`src/rtl/alu_pkg.sv`:
```
`default_nettype none
// +------------------------------------------------------------------+
// | alu_pkg: opcodes, scheduler FSM states and the divide-by-zero    |
// | result pattern shared by alu_scheduler.                          |
// | Revision: 1.0                                                    |
// +------------------------------------------------------------------+
package alu_pkg;

  localparam logic [1:0] OP_ADD = 2'b00;
  localparam logic [1:0] OP_SUB = 2'b01;
  localparam logic [1:0] OP_MUL = 2'b10;
  localparam logic [1:0] OP_DIV = 2'b11;

  typedef enum logic [1:0] {
    ST_IDLE = 2'd0,
    ST_EXEC = 2'd1,
    ST_RESP = 2'd2
  } state_e;

  // All-ones pattern; users take the low WIDTH bits (WIDTH up to 64).
  localparam logic [63:0] DIV0_RESULT = '1;

endpackage
`default_nettype wire

```
`src/rtl/rr_arb2.sv`:
```
`default_nettype none
// +------------------------------------------------------------------+
// | rr_arb2: combinational two-way round-robin arbiter. On a tie the  |
// | requester other than LAST wins.                                  |
// | Revision: 1.0                                                    |
// +------------------------------------------------------------------+
module rr_arb2 (
  input  logic [1:0] req,
  input  logic       last,
  output logic       gnt_valid,
  output logic       gnt_id
);

  always_comb begin
    gnt_valid = |req;
    case (req)
      2'b10:   gnt_id = 1'b1;
      2'b11:   gnt_id = ~last;
      default: gnt_id = 1'b0;
    endcase
  end

endmodule
`default_nettype wire

```
`src/rtl/alu_scheduler.sv`:
```
`default_nettype none
// +------------------------------------------------------------------+
// | alu_scheduler: shares one combinational ALU between two          |
// | requesters with round-robin arbitration and a valid/ready        |
// | response channel. Optional grant/div0 counters: ALU_SCHED_STATS_EN|
// | Revision: 1.0                                                    |
// +------------------------------------------------------------------+
module alu_scheduler
  import alu_pkg::*;
#(
  parameter int WIDTH = 8,
  parameter int OPW   = 2
) (
  input  logic             clk,
  input  logic             rst_n,
`ifdef ALU_SCHED_STATS_EN
  output logic [15:0]      stat_gnt0,
  output logic [15:0]      stat_gnt1,
  output logic [7:0]       stat_div0,
`endif
  input  logic             req0_valid,
  output logic             req0_ready,
  input  logic [OPW-1:0]   req0_opcode,
  input  logic [WIDTH-1:0] req0_data_a,
  input  logic [WIDTH-1:0] req0_data_b,
  input  logic             req1_valid,
  output logic             req1_ready,
  input  logic [OPW-1:0]   req1_opcode,
  input  logic [WIDTH-1:0] req1_data_a,
  input  logic [WIDTH-1:0] req1_data_b,
  output logic [OPW-1:0]   alu_opcode,
  output logic [WIDTH-1:0] alu_data_a,
  output logic [WIDTH-1:0] alu_data_b,
  input  logic [WIDTH-1:0] alu_data_out,
  output logic             rsp_valid,
  input  logic             rsp_ready,
  output logic [WIDTH-1:0] rsp_data,
  output logic             rsp_id,
  output logic             rsp_err
);

  state_e           state_q, state_d;
  logic             last_q, last_d;
  logic             id_q, id_d;
  logic [OPW-1:0]   opc_q, opc_d;
  logic [WIDTH-1:0] a_q, a_d, b_q, b_d;
  logic             rsp_valid_q, rsp_valid_d;
  logic [WIDTH-1:0] rsp_data_q, rsp_data_d;
  logic             rsp_err_q, rsp_err_d;

  logic gnt_valid, gnt_id, accept, div0;

  rr_arb2 u_arb (
    .req       ({req1_valid, req0_valid}),
    .last      (last_q),
    .gnt_valid (gnt_valid),
    .gnt_id    (gnt_id)
  );

  // Readies are gated by rst_n so they stay low while reset is asserted.
  assign accept     = (state_q == ST_IDLE) && gnt_valid && rst_n;
  assign req0_ready = accept && !gnt_id;
  assign req1_ready = accept &&  gnt_id;
  assign div0       = (opc_q == OPW'(OP_DIV)) && (b_q == '0);

  always_comb begin
    state_d     = state_q;
    last_d      = last_q;
    id_d        = id_q;
    opc_d       = opc_q;
    a_d         = a_q;
    b_d         = b_q;
    rsp_valid_d = rsp_valid_q;
    rsp_data_d  = rsp_data_q;
    rsp_err_d   = rsp_err_q;
    case (state_q)
      ST_IDLE: begin
        if (accept) begin
          id_d    = gnt_id;
          opc_d   = gnt_id ? req1_opcode : req0_opcode;
          a_d     = gnt_id ? req1_data_a : req0_data_a;
          b_d     = gnt_id ? req1_data_b : req0_data_b;
          state_d = ST_EXEC;
        end
      end
      ST_EXEC: begin
        rsp_data_d  = div0 ? DIV0_RESULT[WIDTH-1:0] : alu_data_out;
        rsp_err_d   = div0;
        rsp_valid_d = 1'b1;
        state_d     = ST_RESP;
      end
      ST_RESP: begin
        if (rsp_ready) begin
          rsp_valid_d = 1'b0;
          last_d      = id_q;
          state_d     = ST_IDLE;
        end
      end
      default: state_d = ST_IDLE;
    endcase
  end

  always_ff @(posedge clk or negedge rst_n) begin
    if (!rst_n) begin
      state_q     <= ST_IDLE;
      last_q      <= 1'b1;
      id_q        <= 1'b0;
      opc_q       <= '0;
      a_q         <= '0;
      b_q         <= '0;
      rsp_valid_q <= 1'b0;
      rsp_data_q  <= '0;
      rsp_err_q   <= 1'b0;
    end else begin
      state_q     <= state_d;
      last_q      <= last_d;
      id_q        <= id_d;
      opc_q       <= opc_d;
      a_q         <= a_d;
      b_q         <= b_d;
      rsp_valid_q <= rsp_valid_d;
      rsp_data_q  <= rsp_data_d;
      rsp_err_q   <= rsp_err_d;
    end
  end

  assign alu_opcode = opc_q;
  assign alu_data_a = a_q;
  assign alu_data_b = b_q;
  assign rsp_valid  = rsp_valid_q;
  assign rsp_data   = rsp_data_q;
  assign rsp_id     = id_q;
  assign rsp_err    = rsp_err_q;

`ifdef ALU_SCHED_STATS_EN
  logic [15:0] gnt0_q, gnt0_d, gnt1_q, gnt1_d;
  logic [7:0]  div0_cnt_q, div0_cnt_d;

  always_comb begin
    gnt0_d     = gnt0_q;
    gnt1_d     = gnt1_q;
    div0_cnt_d = div0_cnt_q;
    if (req0_ready && (gnt0_q != '1)) gnt0_d = gnt0_q + 16'd1;
    if (req1_ready && (gnt1_q != '1)) gnt1_d = gnt1_q + 16'd1;
    if ((state_q == ST_EXEC) && div0 && (div0_cnt_q != '1)) div0_cnt_d = div0_cnt_q + 8'd1;
  end

  always_ff @(posedge clk or negedge rst_n) begin
    if (!rst_n) begin
      gnt0_q     <= '0;
      gnt1_q     <= '0;
      div0_cnt_q <= '0;
    end else begin
      gnt0_q     <= gnt0_d;
      gnt1_q     <= gnt1_d;
      div0_cnt_q <= div0_cnt_d;
    end
  end

  assign stat_gnt0 = gnt0_q;
  assign stat_gnt1 = gnt1_q;
  assign stat_div0 = div0_cnt_q;
`endif

endmodule
`default_nettype wire

```
`config.mk`:
```
export PLATFORM = sky130hd
export DESIGN_NAME = alu_scheduler
export DESIGN_NICKNAME = d
export VERILOG_FILES = /design/src/rtl/alu_pkg.sv /design/src/rtl/rr_arb2.sv /design/src/rtl/alu_scheduler.sv
export SDC_FILE = /design/constraint.sdc
export NUM_CORES = 1
export LEC_CHECK = 0
export CAP_MARGIN = 0
export CORE_ASPECT_RATIO = 1.5
export CORE_MARGIN = 3
export CORE_UTILIZATION = 43
export CTS_BUF_LIST = sky130_fd_sc_hd__clkbuf_4
export CTS_CLUSTER_SIZE = 14
export DETAILED_ROUTE_END_ITERATION = 8
export MAX_ROUTING_LAYER = met4
export PLACE_DENSITY = 0.87
export SKIP_LAST_GASP = 1
export SYNTH_ARGS = -nofsm -noshare
export SYNTH_HDL_FRONTEND = slang
export SYNTH_SLANG_ARGS = --single-unit
```
`constraint.sdc`:
```
create_clock -name clk -period 2.36 [get_ports clk]
set_input_delay 0.354 -clock clk [delete_from_list [all_inputs] [get_ports clk]]
set_output_delay 0.354 -clock clk [all_outputs]
set_load 0.005 [all_outputs]
```
==> results.ini, run 1 <==
[clocking]
cts_inserted_buffers = 5
clk_latency_ps = 330
number_of_clock_sinks = 32
buffer_levels_on_the_longest_clock_path = 2
htree_num_levels = 2
cts_tree = built
clk_pin_slew_worst_paths_ps = 110
ctsRootBufferMaster = clkbuf_4

[floorplanning]
initial_utilization_pct = 45.8
floorplan.io_pins = 80
floorplan.die_area_mm2 = 0.00423
die_h_um = 78.1
chipWidth_um = 54.1
rows = 25
core_region_area_mm2 = 0.00325

[drt]
drt-initial-drc-count = 46
route.final.wire_length_um = 4440
final_antenna_net_count = 0
drtPass1Iterations = 5
vias = 1516
drc_errors = 0
post_drt_wl_per_cell_um = 16.5
via_per_inst = 5.64

[critical_path]
cp_slowest_stage_delay_ps = 510
critical_path.startpoint_type = input port
critical_path_buf_inv_count = 2
path_max_fanout = 4
critPathSlowestCell = clkdlybuf4s50_1
critPathTopFamily = buffers and inverters
critPathArrivalTime_ps = 1810
worstSetupPathType = input port to output pin
worstPathCellList = clkdlybuf4s50_1 > or3b_4 > a211oi_2 > dlygate4sd2_1
endpoint_kind = output pin
cp.required_ps = 2010

[job]
max_cap_violations = 0

[final_layout]
final_cells = 269
finalNetCount = 277
mostFrequentLayoutCells = clkdlybuf4s50_1, nand2_1, dfrtp_1
antenna_cells_inserted = 0
final_layout_size_suffix_gt1_share_pct = 9.61
layout_commonest_cell = clkdlybuf4s50_1
flow.area_growth_from_synthesis_pct = 59.8

[global_route]
grt_util_all_layers_pct = 23.5
largest_net_degree_at_the_start_of_global_routing = 33
grt_pass1_wl_um = 7060
grt_pass1_vias = 1501
antenna_violations_before_repair = 0
grt.overflow.total = 0

[power]
total_power_w = 0.00242
power.static_leakage_nw = 1.04
power_per_cell_area_mw_per_mm2 = 1010
ir_worst_vdd_mv = 0.733

[timing]
hold_slack_ps = 493
final.setup.tns_ps = 0
finalSetupViolations = 0
grt_setup_unrepaired = no
period_needed_ps = 2160
slew_headroom_pct = 68.0
achievable-frequency_ghz = 0.462
finalHoldViolCount = 0
post-route-period-util_pct = 91.7
final-max-slew-violation-count = 0
tightestPinTransition_ps = 479
clock_skew_ps = 13.0

[yosys]
synthesis.instances = 146
ys_top_cells_by_area = dfrtp_1, a221o_1, nand2_1
post_synth.cell_area_avg_um2 = 10.2
synthesis.yosys.warnings = 0
netlist-cell-type-count = 27
synth_top_area_share_pct = 52.0
post_synthesis_cell_type_with_the_largest_combined_area = dfrtp_1
seq_area_frac_synth_pct = 53.8
mappedNetlistArea_mm2 = 0.00149
synth.net_count = 195
number_of_register_bits_inferred_by_synthesis = 32

[status]
outcome = complete, no violations

[placement]
port_buffer_cells = 79
dpl.cell_count = 261
gpl.final_weighted_congestion = 0.781
dp_hpwl_um = 3470

[worst_hold_path]
hold_path_class = input port to async pin

[sequential cells by signal, summed over array words and instances, names as in the netlist]
register,flops
alu_data_a,8
alu_data_b,8
rsp_data,8
alu_opcode,2
state_q,2
last_q,1
rsp_err,1
rsp_id,1
rsp_valid,1
[Yosys cell counts]
cell,instances
nand2_1,36
dfrtp_1,31
a221o_1,18
nor3_1,18
nand3_1,8
buf_6,4
buf_2,3
inv_1,3
nor2b_1,3
buf_4,2
clkbuf_1,2
nand2b_1,2
o21ai_0,2
a211oi_2,1
a21o_1,1
a21oi_1,1
buf_1,1
dfstp_2,1
mux2_2,1
nand4_1,1
nor2_1,1
nor3b_1,1
nor4_1,1
nor4b_1,1
o21bai_4,1
or2_2,1
or3b_4,1
[report_power, final]
part	switching [W]	leakage, nW	total [W]	internal [W]
logic	0.000361	0.601	0.00103	0.000669
clock network	0.000186	0.0456	0.000420	0.000234
registers	0.000175	0.396	0.000968	0.000792
[cells by family after synthesis]
kind of cell | count (synthesis) | share of synthesized area, %
buffers and inverters | 15 | 6.54
AND/OR/NAND/NOR | 74 | 23.2
flip-flops | 32 | 53.8
AO/OA/AOI/OAI | 24 | 15.7
multiplexers | 1 | 0.755
[worst register-to-register path: cells and delay by family (launching register included)]
kind            cells  cell delay, ps
compound gates      2             630
buf+inv             1             180
flops               1             430
simple gates        1             430
[final timing paths]
path                            slack [ps]                         to              startpoint  depth (start not counted)
worst min register to register         500        rsp_err$_DFFE_PN0P_     rsp_err$_DFFE_PN0P_                          2
worst max-delay path                   200                 req1_ready                   rst_n                          4
min in group clk                       500        rsp_err$_DFFE_PN0P_     rsp_err$_DFFE_PN0P_                          2
max in group asynchronous             1540         last_q$_DFFE_PN1P_                   rst_n                          2
worst min-delay path                   490    rsp_data[6]$_DFFE_PN0P_                   rst_n                          2
worst max register to register         570  alu_data_a[5]$_DFFE_PN0P_  state_q[1]$_DFFE_PN0P_                          4
[metal layers]
layer  share of wire [%]  global-route usage (%)
met3                 7.4                    5.31
met2                  54                    40.3
met4                 2.1                    8.23
met1                  37                    25.8
met5                   0                       -
[metrics by stage]
stage | instance area, um2 | setup WS [ps] | utilization [%]
2_1_floorplan | 1490 | 725 | -
5_1_grt | 2380 | 144 | 73.3
6_report | 2380 | 195 | 73.3
4_1_cts | 2380 | 183 | 73.3
3_3_place_gp | 2310 | -76.6 | 70.9
3_5_place_dp | 2310 | -79.9 | 70.9
[what timing repair did]
item	4_1_cts	5_1_grt
setup buffers	0	0
resized for setup	2	0
setup endpoints to repair	2	0
hold endpoints to repair	0	0
hold buffers	0	0
[cell type report]
cell class	instances	area (um2)
Multi-Input combinational cell	99	592
Inverter	3	11.3
Timing Repair Buffer	87	848
Sequential cell	32	802
Clock buffer	6	45.0
Tap cell	40	50.0
Clock inverter	2	35.0
Fill cell	250	870
Power figures use the tool's default switching activity.
==> run 2, diff against run 1 <==
Settings changed: CELL_PAD_IN_SITES_DETAIL_PLACEMENT from default to 1, CELL_PAD_IN_SITES_GLOBAL_PLACEMENT from default to 1, CORE_UTILIZATION 43 to 31, PLACE_DENSITY 0.87 to default, PLACE_DENSITY_LB_ADDON from default to 0.1.
==> run 2 against run 1 <==
  * Register-to-register slack gained 120 ps
  * Combinational power about the same
  * Maximum frequency increased by 1.6%
  * Worst setup slack improved by 33 ps
  * Routed wire length is 6.3% higher
  * Hold slack lost 23 ps
  * Global-route usage is 5.8 points lower
  * Cell count up 8.2%
  * Largest cell class unchanged
  * Largest power group unchanged
  * Highest routed layer unchanged
==> results.ini, run 2 (synthesized netlist as in run 1, its figures left out) <==
[status]
outcome = complete, no violations

[timing]
clock_skew_ps = 3.78
post-route-period-util_pct = 90.3
final.setup.tns_ps = 0
achievable-frequency_ghz = 0.469
slew_headroom_pct = 65.0
finalHoldViolCount = 0
finalSetupViolations = 0
finalWorstSetupSlack_ps = 229
grt_setup_unrepaired = no
period_needed_ps = 2130
final-max-slew-violation-count = 0
tightestPinTransition_ps = 524

[floorplanning]
die_h_um = 91.0
core_region_area_mm2 = 0.00458
chipWidth_um = 62.6
floorplan.io_pins = 80
initial_utilization_pct = 32.6
floorplan.die_area_mm2 = 0.00570
rows = 30

[critical_path]
critical_path.startpoint_type = input port
startpoint = rst_n
worst-r2r-cell-count = 4
cp.required_ps = 2010
timing.rr.start = state_q[1]$_DFFE_PN0P_
worstSetupPathType = input port to output pin
critical_path.reg2reg.endpoint = alu_data_b[7]$_DFFE_PN0P_
timing.critical_path.to = req1_ready
reg2reg_setup_slack_ps = 690
critPathArrivalTime_ps = 1780
path_max_fanout = 4
endpoint_kind = output pin

[placement]
pre_cts_slack_ps = -49.7
gpl.final_weighted_congestion = 0.700
port_buffer_cells = 79
dp_hpwl_um = 3650

[drt]
met1_length_um = 1880
top_layer_used = met4
final_antenna_net_count = 0
met2_wirelength_um = 2540
route.final.wire_length_um = 4720
drc_errors = 0
vias = 1446
via_per_inst = 4.97
post_drt_wl_per_cell_um = 16.2
routed-wl-met3_um = 255
drt-initial-drc-count = 42
drtPass1Iterations = 4

[job]
max_cap_violations = 0

[clocking]
ctsRootBufferMaster = clkbuf_4
htree_num_levels = 2
clk_latency_ps = 320
clk_pin_slew_worst_paths_ps = 100
cts_inserted_buffers = 5
buffer_levels_on_the_longest_clock_path = 2
cts_tree = built
number_of_clock_sinks = 32

[global_route]
grt_util_all_layers_pct = 17.7
antenna_violations_before_repair = 0
grt_pass1_vias = 1591
grt_pass1_wl_um = 7780
largest_net_degree_at_the_start_of_global_routing = 33
grt.overflow.total = 0

[final_layout]
multi_input_area_um2 = 604
antenna_cells_inserted = 0
flow.area_growth_from_synthesis_pct = 61.3
mostFrequentLayoutCells = clkdlybuf4s50_1, nand2_1, dfrtp_1
final_layout_size_suffix_gt1_share_pct = 8.37
fill_cell_total_of_the_finished_layout = 551
flip_flop_and_latch_area_um2 = 802
layout_commonest_cell = clkdlybuf4s50_1
final_util_pct = 52.5
finalNetCount = 275

[worst_hold_path]
hold_path_class = input port to async pin

[power]
total_power_w = 0.00240
ir_worst_vdd_mv = 0.380
power.static_leakage_nw = 1.03
power_per_cell_area_mw_per_mm2 = 997

## run 2: report_power, final
| part | switching [W] | internal, W |
|---|---|---|
| clock network | 0.000181 | 0.000216 |
| logic | 0.000362 | 0.000666 |
| registers | 0.000183 | 0.000792 |
| total | 0.000726 | 0.00167 |
## run 2: worst min-delay path by stage
stage,endpoint,slack (ps)
final,alu_data_b[3]$_DFFE_PN0P_,470
after global routing,alu_data_a[7]$_DFFE_PN0P_,490
after CTS,alu_data_a[1]$_DFFE_PN0P_,470
after detailed placement,rsp_err$_DFFE_PN0P_,470
after global placement,rsp_err$_DFFE_PN0P_,460
after floorplan,alu_data_a[0]$_DFFE_PN0P_,60
## run 2: per-stage QoR
stage | instances | hold slack (ps) | cell area, um2
floorplan | 146 | 58.4 | 1490
global placement | 283 | 464 | 2320
detailed placement | 283 | 472 | 2320
CTS | 291 | 469 | 2410
global route | 291 | 488 | 2410
finish | 291 | 470 | 2410
## run 2: layout make-up
cell class / count / share of cell area, %
timing repair buffer: 85 / 34.6
sequential: 32 / 33.3
multi-input combinational: 99 / 25.1
tap: 64 / 3.33
clock buffer: 5 / 1.56
clock inverter: 3 / 1.56
inverter: 3 / 0.468
## run 2: timing repair
item,4_1_cts,5_1_grt
gates resized for setup,4,0
setup buffers,0,0
setup endpoints to repair,2,0
endpoints found under the hold margin,0,0
hold buffers,0,0
## run 2: worst max-delay path: stages
cell	delay, ps
clkdlybuf4s50_1	480
or3b_4	430
a211oi_4	250
dlygate4sd2_1	260
## run 2: routing by layer
| metal | vias up | global-route usage [%] |
|---|---|---|
| met2 | 56 | 31.5 |
| met3 | 5 | 3.59 |
| li1 | 681 | - |
| met5 | - | - |
| met4 | 0 | 5.89 |
| met1 | 704 | 19.6 |
==> run 3, diff against run 2 <==
Settings changed: CORE_UTILIZATION 31 to 25, CTS_BUF_LIST sky130_fd_sc_hd__clkbuf_4 to default.
==> run 3 against run 2 <==
  * Critical endpoint unchanged
  * Worst setup slack worse by 25 ps
  * Hold slack better by 18 ps
  * Utilization is 9.3 points lower
  * Critical path type unchanged
  * Register-to-register slack worse by 150 ps
  * Highest routed layer unchanged
  * Total power is 0.47% higher
  * Sequential cell count unchanged
  * Die area is 22% higher
  * First-iteration DRC count decreased by 29%
  * Clock-buffer cell count grew 2
  * Combinational power hardly changed
  * Via count grew 0.35%
  * Cell area up 0.99%
==> results.ini, run 3 (synthesized netlist as in run 1, its figures left out) <==
[status]
outcome = complete, no violations

[final_layout]
layout_commonest_cell = clkdlybuf4s50_1
finalNetCount = 277
antenna_cells_inserted = 0
mostFrequentLayoutCells = clkdlybuf4s50_1, nand2_1, dfrtp_1
fill_cell_total_of_the_finished_layout = 650
final_layout_size_suffix_gt1_share_pct = 8.73
flow.area_growth_from_synthesis_pct = 62.9
final_cell_area_mm2 = 0.00243

[critical_path]
path_max_fanout = 4
critPathArrivalTime_ps = 1800
cp.required_ps = 2010
worstSetupPathType = input port to output pin
endpoint_kind = output pin
critical_path.startpoint_type = input port

[clocking]
cts_inserted_buffers = 5
cts_tree = built
postCtsSetupBuffers = 0
clk_pin_slew_worst_paths_ps = 60
htree_num_levels = 2
buffer_levels_on_the_longest_clock_path = 2
ctsRootBufferMaster = clkbuf_8
clk_latency_ps = 270
number_of_clock_sinks = 32

[global_route]
grt_pass1_vias = 1590
grt_pass1_wl_um = 7910
largest_net_degree_at_the_start_of_global_routing = 33
grt.overflow.total = 0
grt_util_all_layers_pct = 14.6
antenna_violations_before_repair = 0

[worst_hold_path]
hold_path_class = flop to flop

[power]
ir_worst_vdd_mv = 0.362
power.combinational.fraction_pct = 43.3
seq_pwr_share_pct = 40.5
power.static_leakage_nw = 1.04
power_switching_w = 0.000738
p_clk_share_pct = 16.2
p_sw_share_pct = 30.6
internal-power_w = 0.00167
power_per_cell_area_mw_per_mm2 = 992

[timing]
achievable-frequency_ghz = 0.464
final.setup.tns_ps = 0
finalHoldViolCount = 0
post-route-period-util_pct = 91.4
finalSetupViolations = 0
clock_skew_ps = 7.04
period_needed_ps = 2160
grt_setup_unrepaired = no
final-max-slew-violation-count = 0
hold_slack_ps = 488
tightestPinTransition_ps = 520
slew_headroom_pct = 65.2

[drt]
drc_errors = 0
route.final.wire_length_um = 4900
drt-initial-drc-count = 30
via_per_inst = 4.85
vias = 1451
final_antenna_net_count = 0
drtPass1Iterations = 4
post_drt_wl_per_cell_um = 16.4

[floorplanning]
chipWidth_um = 69.1
die_h_um = 101
floorplan.io_pins = 80
floorplan.die_area_mm2 = 0.00695
initial_utilization_pct = 26.6
rows = 33
core_region_area_mm2 = 0.00562

[job]
max_cap_violations = 0

[placement]
gpl.final_weighted_congestion = 0.721
port_buffer_cells = 79
dp_hpwl_um = 3890
placedInstanceArea_mm2 = 0.00234

## run 3: power by group through the flow
| stage | sequential [W] | combinational [W] | clock (W) |
|---|---|---|---|
| floorplan | 0.000966 | 0.000392 | 0 |
| global placement | 0.000968 | 0.00103 | 0 |
| detailed placement | 0.000987 | 0.00106 | 0 |
| CTS | 0.000983 | 0.00107 | 0.000408 |
| global route | 0.00101 | 0.00113 | 0.000433 |
| finish | 0.000976 | 0.00104 | 0.000392 |
## run 3: area by class of cell
| type | count | area, um2 | area share (%) |
|---|---|---|---|
| Inverter | 3 | 11.3 | 0.463 |
| Clock inverter | 1 | 5.00 | 0.206 |
| Sequential cell | 32 | 802 | 33.0 |
| Clock buffer | 7 | 76.3 | 3.14 |
| Multi-Input combinational cell | 99 | 599 | 24.7 |
| Timing Repair Buffer | 87 | 848 | 34.9 |
| Tap cell | 70 | 87.6 | 3.60 |
## run 3: path summary, 6_finish.rpt
check	start	end	slack, ps	cells past startpoint
setup reg to reg	state_q[1]$_DFFE_PN0P_	alu_data_a[6]$_DFFE_PN0P_	540	4
hold reg to reg	rsp_err$_DFFE_PN0P_	rsp_err$_DFFE_PN0P_	490	2
min in group asynchronous	rst_n	rsp_data[0]$_DFFE_PN0P_	540	2
max in group asynchronous	rst_n	last_q$_DFFE_PN1P_	1500	2
hold / removal	rsp_err$_DFFE_PN0P_	rsp_err$_DFFE_PN0P_	490	2
setup / recovery	rst_n	req1_ready	200	4
## run 3: per-layer routing
layer	up-vias	part of all wire (%)	GRT usage, %
met5	-	0	-
met4	0	0.96	4.66
met3	4	5.8	3.39
met2	61	53	26.1
met1	695	40	16.1
li1	691	-	-
## run 3: per-stage QoR
stage                     setup WS, ps  std cells  util, %  power (W)
after detailed placement         -78.2        291     41.7    0.00205
final                              204        299     43.3    0.00241
after global routing               154        299     43.3    0.00257
after global placement           -90.7        291     41.7    0.00200
after CTS                          194        299     43.3    0.00246
after floorplan                    725        146        -    0.00136
## run 3: critical path, cell delays in order
cell	delay [ps]
clkdlybuf4s50_1	490
or3b_4	430
a211oi_4	250
dlygate4sd2_1	270
## run 3: repair_timing
action / CTS / global route
gates resized for setup: 3 / 0
hold buffers: 0 / 0
endpoints found under the setup margin: 2 / 0
